`config.mk`:
```
export PLATFORM = sky130hd
export DESIGN_NAME = gemm_tile_scheduler
export DESIGN_NICKNAME = d
export VERILOG_FILES = /design/src/rtl/gemm_tile_scheduler.sv
export SDC_FILE = /design/constraint.sdc
export NUM_CORES = 1
export LEC_CHECK = 0
export ABC_AREA = 1
export ABC_CLOCK_PERIOD_IN_PS = 7860
export BUFFER_PORTS_ARGS = -buffer_cell sky130_fd_sc_hd__buf_4
export CAP_MARGIN = 5
export CORE_MARGIN = 10
export CORE_UTILIZATION = 55
export CTS_BUF_LIST = sky130_fd_sc_hd__clkbuf_8
export CTS_CLUSTER_SIZE = 14
export DETAILED_ROUTE_END_ITERATION = 8
export HOLD_SLACK_MARGIN = 0.15
export PLACE_DENSITY = 0.73
export SYNTH_ARGS = -nofsm -noshare
export SYNTH_HDL_FRONTEND = slang
export SYNTH_SLANG_ARGS = --single-unit
```
`constraint.sdc`:
```
create_clock -name clk -period 7.86 [get_ports clk]
set_clock_uncertainty 0.05 [all_clocks]
set_input_delay 0 -clock clk [delete_from_list [all_inputs] [get_ports clk]]
set_output_delay 0 -clock clk [all_outputs]
set_load 0.05 [all_outputs]
```
`src/rtl/gemm_tile_scheduler.sv`:
```
// gemm_tile_scheduler: tile sequencer for the 4x4 int8 systolic GEMM datapath.
// Latches M/N/K on a start pulse and walks every 4x4 output tile: clears the
// array, streams A/B reads, waits out the drain, and writes back C rows.
// Optional macro SCHED_PERF_CNT_EN adds busy-cycle and write-stall counters.
module gemm_tile_scheduler #(
    parameter int DRAIN_CYCLES = 9,
    parameter int ADDR_W       = 16
) (
    input  logic              clk,
    input  logic              rst_n,
    input  logic              in_valid,
    input  logic [7:0]        K,
    input  logic [7:0]        M,
    input  logic [7:0]        N,
    output logic              busy,
    output logic              done,
    output logic              rd_en,
    output logic [ADDR_W-1:0] A_index,
    output logic [ADDR_W-1:0] B_index,
    output logic              feed_valid,
    output logic              sa_clear,
    output logic              wb_valid,
    input  logic              wb_ready,
    output logic [1:0]        wb_row,
    output logic [ADDR_W-1:0] C_index
`ifdef SCHED_PERF_CNT_EN
    ,
    output logic [31:0]       perf_cycles,
    output logic [31:0]       perf_stall
`endif
);

    localparam int DRAIN_W = $clog2(DRAIN_CYCLES + 1) + 1;

    typedef enum logic [2:0] {
        ST_IDLE, ST_CLEAR, ST_FEED, ST_DRAIN, ST_WB, ST_DONE
    } state_t;

    state_t               state_q, state_d;
    logic [7:0]           k_len_q, k_len_d;
    logic [7:0]           m_q, m_d;
    logic [7:0]           tm_tot_q, tm_tot_d;
    logic [7:0]           tn_tot_q, tn_tot_d;
    logic [7:0]           k_q, k_d;
    logic [7:0]           tm_q, tm_d;
    logic [7:0]           tn_q, tn_d;
    logic [1:0]           r_q, r_d;
    logic [DRAIN_W-1:0]   drain_q, drain_d;

    logic                 busy_q, busy_d;
    logic                 done_q, done_d;
    logic                 rd_en_q, rd_en_d;
    logic [ADDR_W-1:0]    a_index_q, a_index_d;
    logic [ADDR_W-1:0]    b_index_q, b_index_d;
    logic                 feed_valid_q, feed_valid_d;
    logic                 sa_clear_q, sa_clear_d;
    logic                 wb_valid_q, wb_valid_d;
    logic [1:0]           wb_row_q, wb_row_d;
    logic [ADDR_W-1:0]    c_index_q, c_index_d;

    logic [8:0]           tm_sum, tn_sum;
    logic [9:0]           next_row;
    logic                 last_row, last_tile, last_k;

    assign tm_sum    = {1'b0, M} + 9'd3;
    assign tn_sum    = {1'b0, N} + 9'd3;
    assign next_row  = {tm_q, 2'b00} + {8'd0, r_q} + 10'd1;
    assign last_row  = (r_q == 2'd3) || (next_row >= {2'b00, m_q});
    assign last_tile = (tm_q == tm_tot_q - 8'd1) && (tn_q == tn_tot_q - 8'd1);
    assign last_k    = (k_q == k_len_q - 8'd1);

    // Next-state, loop counters and next values of every registered output.
    always_comb begin
        // NOTE: every signal gets a default here so no path leaves it unassigned (no latches).
        state_d  = state_q;
        k_len_d  = k_len_q;
        m_d      = m_q;
        tm_tot_d = tm_tot_q;
        tn_tot_d = tn_tot_q;
        k_d      = k_q;
        tm_d     = tm_q;
        tn_d     = tn_q;
        r_d      = r_q;
        drain_d  = drain_q;

        case (state_q)
            ST_IDLE: begin
                if (in_valid) begin
                    k_len_d  = K;
                    m_d      = M;
                    tm_tot_d = {1'b0, tm_sum[8:2]};
                    tn_tot_d = {1'b0, tn_sum[8:2]};
                    k_d      = 8'd0;
                    tm_d     = 8'd0;
                    tn_d     = 8'd0;
                    r_d      = 2'd0;
                    state_d  = (K == 8'd0 || M == 8'd0 || N == 8'd0) ? ST_DONE : ST_CLEAR;
                end
            end
            ST_CLEAR: begin
                k_d     = 8'd0;
                state_d = ST_FEED;
            end
            ST_FEED: begin
                if (last_k) begin
                    drain_d = '0;
                    state_d = ST_DRAIN;
                end else begin
                    k_d = k_q + 8'd1;
                end
            end
            ST_DRAIN: begin
                if (drain_q == DRAIN_W'(DRAIN_CYCLES)) begin
                    r_d     = 2'd0;
                    state_d = ST_WB;
                end else begin
                    drain_d = drain_q + 1'b1;
                end
            end
            ST_WB: begin
                if (wb_ready) begin
                    if (!last_row) begin
                        r_d = r_q + 2'd1;
                    end else if (last_tile) begin
                        state_d = ST_DONE;
                    end else begin
                        r_d     = 2'd0;
                        state_d = ST_CLEAR;
                        if (tn_q == tn_tot_q - 8'd1) begin
                            tn_d = 8'd0;
                            tm_d = tm_q + 8'd1;
                        end else begin
                            tn_d = tn_q + 8'd1;
                        end
                    end
                end
            end
            ST_DONE: begin
                state_d = ST_IDLE;
            end
            default: begin
                state_d = ST_IDLE;
            end
        endcase

        busy_d       = (state_d != ST_IDLE);
        done_d       = (state_d == ST_DONE);
        sa_clear_d   = (state_d == ST_CLEAR);
        rd_en_d      = (state_d == ST_FEED);
        wb_valid_d   = (state_d == ST_WB);
        feed_valid_d = rd_en_q;
        a_index_d    = rd_en_d ? ADDR_W'(k_d) * ADDR_W'(tm_tot_q) + ADDR_W'(tm_d) : '0;
        b_index_d    = rd_en_d ? ADDR_W'(k_d) * ADDR_W'(tn_tot_q) + ADDR_W'(tn_d) : '0;
        wb_row_d     = wb_valid_d ? r_d : 2'd0;
        c_index_d    = wb_valid_d ?
                       (ADDR_W'({tm_d, 2'b00}) + ADDR_W'(r_d)) * ADDR_W'(tn_tot_q) + ADDR_W'(tn_d)
                       : '0;
    end

    // State, counters and outputs; reset clears everything at once.
    always_ff @(posedge clk or negedge rst_n) begin
        if (!rst_n) begin
            state_q      <= ST_IDLE;
            k_len_q      <= 8'd0;
            m_q          <= 8'd0;
            tm_tot_q     <= 8'd0;
            tn_tot_q     <= 8'd0;
            k_q          <= 8'd0;
            tm_q         <= 8'd0;
            tn_q         <= 8'd0;
            r_q          <= 2'd0;
            drain_q      <= '0;
            busy_q       <= 1'b0;
            done_q       <= 1'b0;
            rd_en_q      <= 1'b0;
            a_index_q    <= '0;
            b_index_q    <= '0;
            feed_valid_q <= 1'b0;
            sa_clear_q   <= 1'b0;
            wb_valid_q   <= 1'b0;
            wb_row_q     <= 2'd0;
            c_index_q    <= '0;
        end else begin
            // NOTE: non-blocking so every flop samples the pre-edge values.
            state_q      <= state_d;
            k_len_q      <= k_len_d;
            m_q          <= m_d;
            tm_tot_q     <= tm_tot_d;
            tn_tot_q     <= tn_tot_d;
            k_q          <= k_d;
            tm_q         <= tm_d;
            tn_q         <= tn_d;
            r_q          <= r_d;
            drain_q      <= drain_d;
            busy_q       <= busy_d;
            done_q       <= done_d;
            rd_en_q      <= rd_en_d;
            a_index_q    <= a_index_d;
            b_index_q    <= b_index_d;
            feed_valid_q <= feed_valid_d;
            sa_clear_q   <= sa_clear_d;
            wb_valid_q   <= wb_valid_d;
            wb_row_q     <= wb_row_d;
            c_index_q    <= c_index_d;
        end
    end

    assign busy       = busy_q;
    assign done       = done_q;
    assign rd_en      = rd_en_q;
    assign A_index    = a_index_q;
    assign B_index    = b_index_q;
    assign feed_valid = feed_valid_q;
    assign sa_clear   = sa_clear_q;
    assign wb_valid   = wb_valid_q;
    assign wb_row     = wb_row_q;
    assign C_index    = c_index_q;

`ifdef SCHED_PERF_CNT_EN
    logic [31:0] perf_cycles_q, perf_cycles_d;
    logic [31:0] perf_stall_q, perf_stall_d;

    // Saturating job counters, cleared when a new job is accepted.
    always_comb begin
        perf_cycles_d = perf_cycles_q;
        perf_stall_d  = perf_stall_q;
        if (state_q == ST_IDLE && in_valid) begin
            perf_cycles_d = 32'd0;
            perf_stall_d  = 32'd0;
        end else begin
            if (busy_q && perf_cycles_q != '1) perf_cycles_d = perf_cycles_q + 32'd1;
            if (state_q == ST_WB && !wb_ready && perf_stall_q != '1) perf_stall_d = perf_stall_q + 32'd1;
        end
    end

    // Counter registers.
    always_ff @(posedge clk or negedge rst_n) begin
        if (!rst_n) begin
            perf_cycles_q <= 32'd0;
            perf_stall_q  <= 32'd0;
        end else begin
            perf_cycles_q <= perf_cycles_d;
            perf_stall_q  <= perf_stall_d;
        end
    end

    assign perf_cycles = perf_cycles_q;
    assign perf_stall  = perf_stall_q;
`endif

endmodule

```
**Word-level counts from Yosys, hierarchy flattened**

Index checks and enable logic that the tools add are counted.

- Add/subtract/negate cells: 16
- $mul: 3
- Order comparisons: 1
- Equality and inequality tests: 15
- Mux-type cells: 36
- Reduce and logical (&&, ||, !) cells: 12

Operators by type and width:

| cell | count |
|---|---|
| $mux W8 | 12 |
| $mux W16 | 3 |
| $add A15 B8 Y16 | 2 |
| $pmux W8 S2 | 2 |
| $mul A8 B7 Y15 | 2 |
| $add A8 B1 Y8 const B | 3 |
| $eq A8 B8 Y1 | 3 |
| $logic_not A8 Y1 | 3 |
| $pmux W8 S3 | 1 |
| $mux W3 | 7 |
| $add A8 B2 Y9 const B | 2 |
| $add A16 B8 Y16 | 1 |
| $mul A11 B7 Y16 | 1 |
| $sub A7 B1 Y8 const B | 2 |
| $pmux W3 S5 | 1 |
| $mux W2 | 6 |
| $add A10 B2 Y11 | 1 |
| $add A10 B1 Y10 const B | 1 |
| $add A10 B2 Y10 | 1 |
| $ge A10 B8 Y1 | 1 |
| $mux W5 | 2 |
| $pmux W5 S2 | 1 |
| $eq A3 B2 Y1 const B | 3 |
| $eq A3 B3 Y1 const B | 3 |
| other kinds (15) | 19 |

- Flip-flop bits (word level): 120
- Bits of input ports: 28
- Output and inout bits: 56
- Logic and storage cells: 103

**Longest topological paths before layout**

- Word-level depth: 11
- Gate-level depth with buffers: 43

**Worst setup path after synthesis**

No wires, ideal clock.

- Kind: reg2reg
- From: register tm_q[1]
- To: register c_index_q[14], in the netlist C_index[14]
- Data arrival time: 6156 ps
- Data required time: 7733 ps
- Setup slack: 1577 ps
- Cell stages (with the launch flop): 43
- Path buffers: 0
- Cells stage by stage: dfrtp_1 > ha_1 > nand2_1 > nor2_1 > nand2_1 > xor2_1 > ha_1 > nand2_1 > nor2_1 > nand2_1 > nand2_1 > nor2_1 > nand3_2 > nand2_2 > nor2_2 > nand2_2 > inv_2 > nand2_1 > [7 not listed] > fa_1 > inv_1 > fa_1 > inv_1 > ha_1 > inv_1 > nor3_1 > nand2_1 > nand2_1 > nand2_1 > nand2_1 > nand2_1 > nand2_1 > nand2_1 > nand2_1 > a21oi_1 > or2_2 > a21oi_1

- Word-level cells in the longest chain between the ends: 11

Ends and longest elaborated chain:

| item | line | text |
|---|---|---|
| from (decl) | 45 | `logic [7:0] tm_q, tm_d;` |
| from (signal assigned) | 191 | `tm_q <= tm_d;` |
| $add A10 B2 Y10 | 67 | `assign next_row = {tm_q, 2'b00} + {8'd0, r_q} + 10'd1;` |
| $add A10 B1 Y10 | 67 |  |
| $ge A10 B8 Y1 | 68 | `assign last_row = (r_q == 2'd3) \|\| (next_row >= {2'b00, m_q});` |
| $logic_or A1 B1 Y1 | 68 |  |
| $mux W8 | 122 | `if (!last_row) begin` |
| $mux W8 | 121 | `if (wb_ready) begin` |
| $pmux W8 S2 (*) | 86 | `case (state_q)` |
| named net tm_d[1] | 45 |  |
| $add A10 B2 Y11 (*) | 156 | `(ADDR_W'({tm_d, 2'b00}) + ADDR_W'(r_d)) * ADDR_W'(tn_tot_q) + ADDR_W'(tn_d)` |
| $mul A11 B7 Y16 (*) | 156 |  |
| $add A16 B8 Y16 (*) | 156 |  |
| $mux W16 (*) | 155 | `c_index_d = wb_valid_d ?` |
| named net c_index_d[14] | 59 | `logic [ADDR_W-1:0] c_index_q, c_index_d;` |
| to (signal assigned) | 204 | `c_index_q <= c_index_d;` |
| to (decl) | 59 |  |

Mark *: on every way through the listed nets, which the timed path passes. The rest lies on a longest branch.
A chain may end at the register's enable or synchronous reset.

**Worst setup path in the final report**

- From: register tm_q[0]
- To: register c_index_q[14], in the netlist C_index[14]

- Word-level cells in the longest chain between the ends: 11

Ends and longest elaborated chain:

| item | line |
|---|---|
| $add A10 B2 Y10 | 67 |
| $add A10 B1 Y10 | 67 |
| $ge A10 B8 Y1 | 68 |
| $logic_or A1 B1 Y1 | 68 |
| $mux W8 (*) | 122 |
| $mux W8 (*) | 121 |
| $pmux W8 S2 (*) | 86 |
| named net tm_d[1] | 45 |
| $add A10 B2 Y11 (*) | 156 |
| $mul A11 B7 Y16 (*) | 156 |
| $add A16 B8 Y16 (*) | 156 |
| $mux W16 (*) | 155 |
| named net c_index_d[14] | 59 |

Marked as above.

==> impl_metrics.ini <==
[yosys]
yosysUniqueCellTypes = 54
synth_area_um2 = 13100
synth_seq_cells = 120
synth_xor_xnor_area_share = 0.0371
synth_adder_area_share = 0.310
syn_inst = 1701
muxShareOfSynthArea = 0
synth_warnings = 0
synth_nets = 1981
synth_flop_cell = dfrtp_1
synth_area_per_cell_um2 = 7.69
synth_edf_count = 0
ys_async_sr_fraction = 1.00
seq_area_frac_synth = 0.230
synth_top_family_by_area = adder cells
synth-compound-area-share = 0.0615
yosys.area_share.simple = 0.238

[clocking]
tritoncts = built
cts_buffer_depth = 2
htreeDepth = 4
cts_resized = 0
insertion_delay_ns = 0.47
hold_buffers = 36
cts_setup_buffers = 0
path_clk_slew_ns = 0.09
clockRootBuffer = clkbuf_8
clock-sinks = 120
cts_made_buffers = 17

[run]
drv_cap = 0

[setup_path]
worstSetupPathType = reg -> reg
start_kind = flop
slowest_delay_ns = 0.54
crit_required_ns = 8.21
worst-path-max-fanout = 8
crit_slowest_cell = fa_1
reg2reg_depth = 42
crit_path_end_kind = flop
cp.arrival_ns = 7.45
crit_top_cell = nand2_1

[drt]
drt-vias-per-instance = 5.18
num_vias = 11132
wl_per_cell_um = 15.6
ant_nets = 0
routed_wl_um = 33400
dr.pass1.iters = 5
drtIter0Drc = 906
drc = 0

[sta]
finalHoldWorstSlack_ns = 0.242
worst_slack_ns = 0.756
tns_ns = 0
relSlewSlack = 0.297
tightest_slew_ns = 1.04
setup-violations-final = 0
period_needed_ns = 7.10
fmax_mhz = 141
hold_viol_final = 0
min_period_over_period = 0.904
slew_viol_final = 0
rsz0062_at_grt = false

[placement]
io_buffers = 83
globalplace.congestion = 0.909
dp.cells = 2080
place_ws_ns = 0.857
hpwlAfterDp_um = 26000

[grt]
grt_max_degree = 69
use_met2 = 0.372
use_met1 = 0.289
grt.overflow.total = 0
grtUsageTotal = 0.225
antenna_found_initial = 0
grt_pass1_vias = 11330
grt_busiest_layer = met2
grt_pass1_wl_um = 55900
grt_use_met3 = 0.0483

[hold_path]
hold_depth = 7
hold_path_class = in -> reg

[floorplan]
io_pins = 84
initial_utilization = 0.557
fp.coreArea_um2 = 23500
num_rows = 56
fp.dieH_um = 174
dieArea_um2 = 30400
fp.dieW_um = 174

[final_layout]
nets = 2096
final_cell_mix = 352 x nand2_1, 349 x inv_1, 226 x nor2_1
fin_cells = 2147
syn_to_final_growth_pct = 13.0
layout_commonest_cell = nand2_1
drive_gt1_frac = 0.111
antenna_cells = 0

[power_and_ir_drop]
ir_drop_v = 0.000191
cellPowerDensity_nw_per_um2 = 249
p_leak_nw = 8.21

[status]
outcome = complete, no violations
## cell usage after synthesis (all sizes together) (3+ instances only)
cell type  instances  area share
inv              370        0.11
nand2            362        0.11
nor2             252       0.083
ha               132        0.13
dfrtp            120        0.23
fa               120        0.18
nand3             61       0.026
o21ai             55       0.021
a21oi             39       0.015
xor2              35       0.024
nor3              28       0.011
buf               24       0.012
nand4             17      0.0081
xnor2             17       0.011
clkbuf            15      0.0044
o211ai             8      0.0046
o31ai              6      0.0034
o21a               5      0.0029
o21bai             5      0.0029
o22ai              5      0.0024
a211oi             3      0.0017
## worst max-delay path, delay by kind of cell (launching register included)
family,cells,cell delay [ns]
flip-flops,1,0.51
AND/OR/NAND/NOR,25,2.56
AO/OA/AOI/OAI,3,0.28
adder cells (fa/ha/maj),7,2.97
buffers and inverters,6,0.50
XOR/XNOR,1,0.15
## kinds of logic (layout without fill, tap and decap cells)
family                     after synthesis  in the layout
buffers and inverters                  411            538
DFF                                    120            120
AOI/OAI and AO/OA                      138            138
and+or+nand+nor                        727            727
xor gates and xnor gates                53             53
adders and majority gates              252            252
## cell type report
cell class,instances,area (um^2)
multi-input cells,1170,8460
clock inverters,13,148
repair buffers,135,1120
well taps,319,399
clock buffers,18,248
flip-flops and latches,120,3000
fillers,2081,8690
inverters,372,1400
## power by group
group	total, W	internal (W)	switching (W)
clock	0.000593	0.000292	0.000302
sequential	0.000924	0.000754	0.000170
combinational	0.00216	0.000702	0.00146
## per-layer routing
| metal | vias to the layer above | share of wire |
|---|---|---|
| li1 | 5408 | - |
| met5 | - | 0 |
| met1 | 5245 | 0.43 |
| met4 | 0 | 0.027 |
| met2 | 414 | 0.47 |
| met3 | 65 | 0.076 |
## flip-flops by register name (all words and copies together), names as in the netlist, 8 cells and up
| name | flops |
|---|---|
| tn_q | 8 |
| B_index | 16 |
| m_q | 8 |
| k_len_q | 8 |
| k_q | 8 |
| tm_q | 8 |
| A_index | 16 |
| C_index | 16 |
## final timing paths
path                              startpoint  slack (ns)                endpoint
max                        tm_q[0]$_DFF_PN0_        0.76   C_index[14]$_DFF_PN0_
min                                 in_valid        0.24          done$_DFF_PN0_
max reg2reg                tm_q[0]$_DFF_PN0_        0.76   C_index[14]$_DFF_PN0_
min reg2reg                  rd_en$_DFF_PN0_        0.35    feed_valid$_DFF_PN0_
max in group asynchronous              rst_n        6.29  k_len_q[0]$_DFFE_PN0P_
min in group asynchronous              rst_n        0.56    C_index[4]$_DFF_PN0_
## stage by stage
step                power (W)  area (um^2)   util
floorplan             0.00247        13100      -
finish                0.00368        14800  0.630
global route          0.00401        14800  0.630
CTS                   0.00368        14800  0.630
detailed placement    0.00304        14000  0.597
global placement      0.00300        14000  0.597
Power figures use the tool's default switching activity.
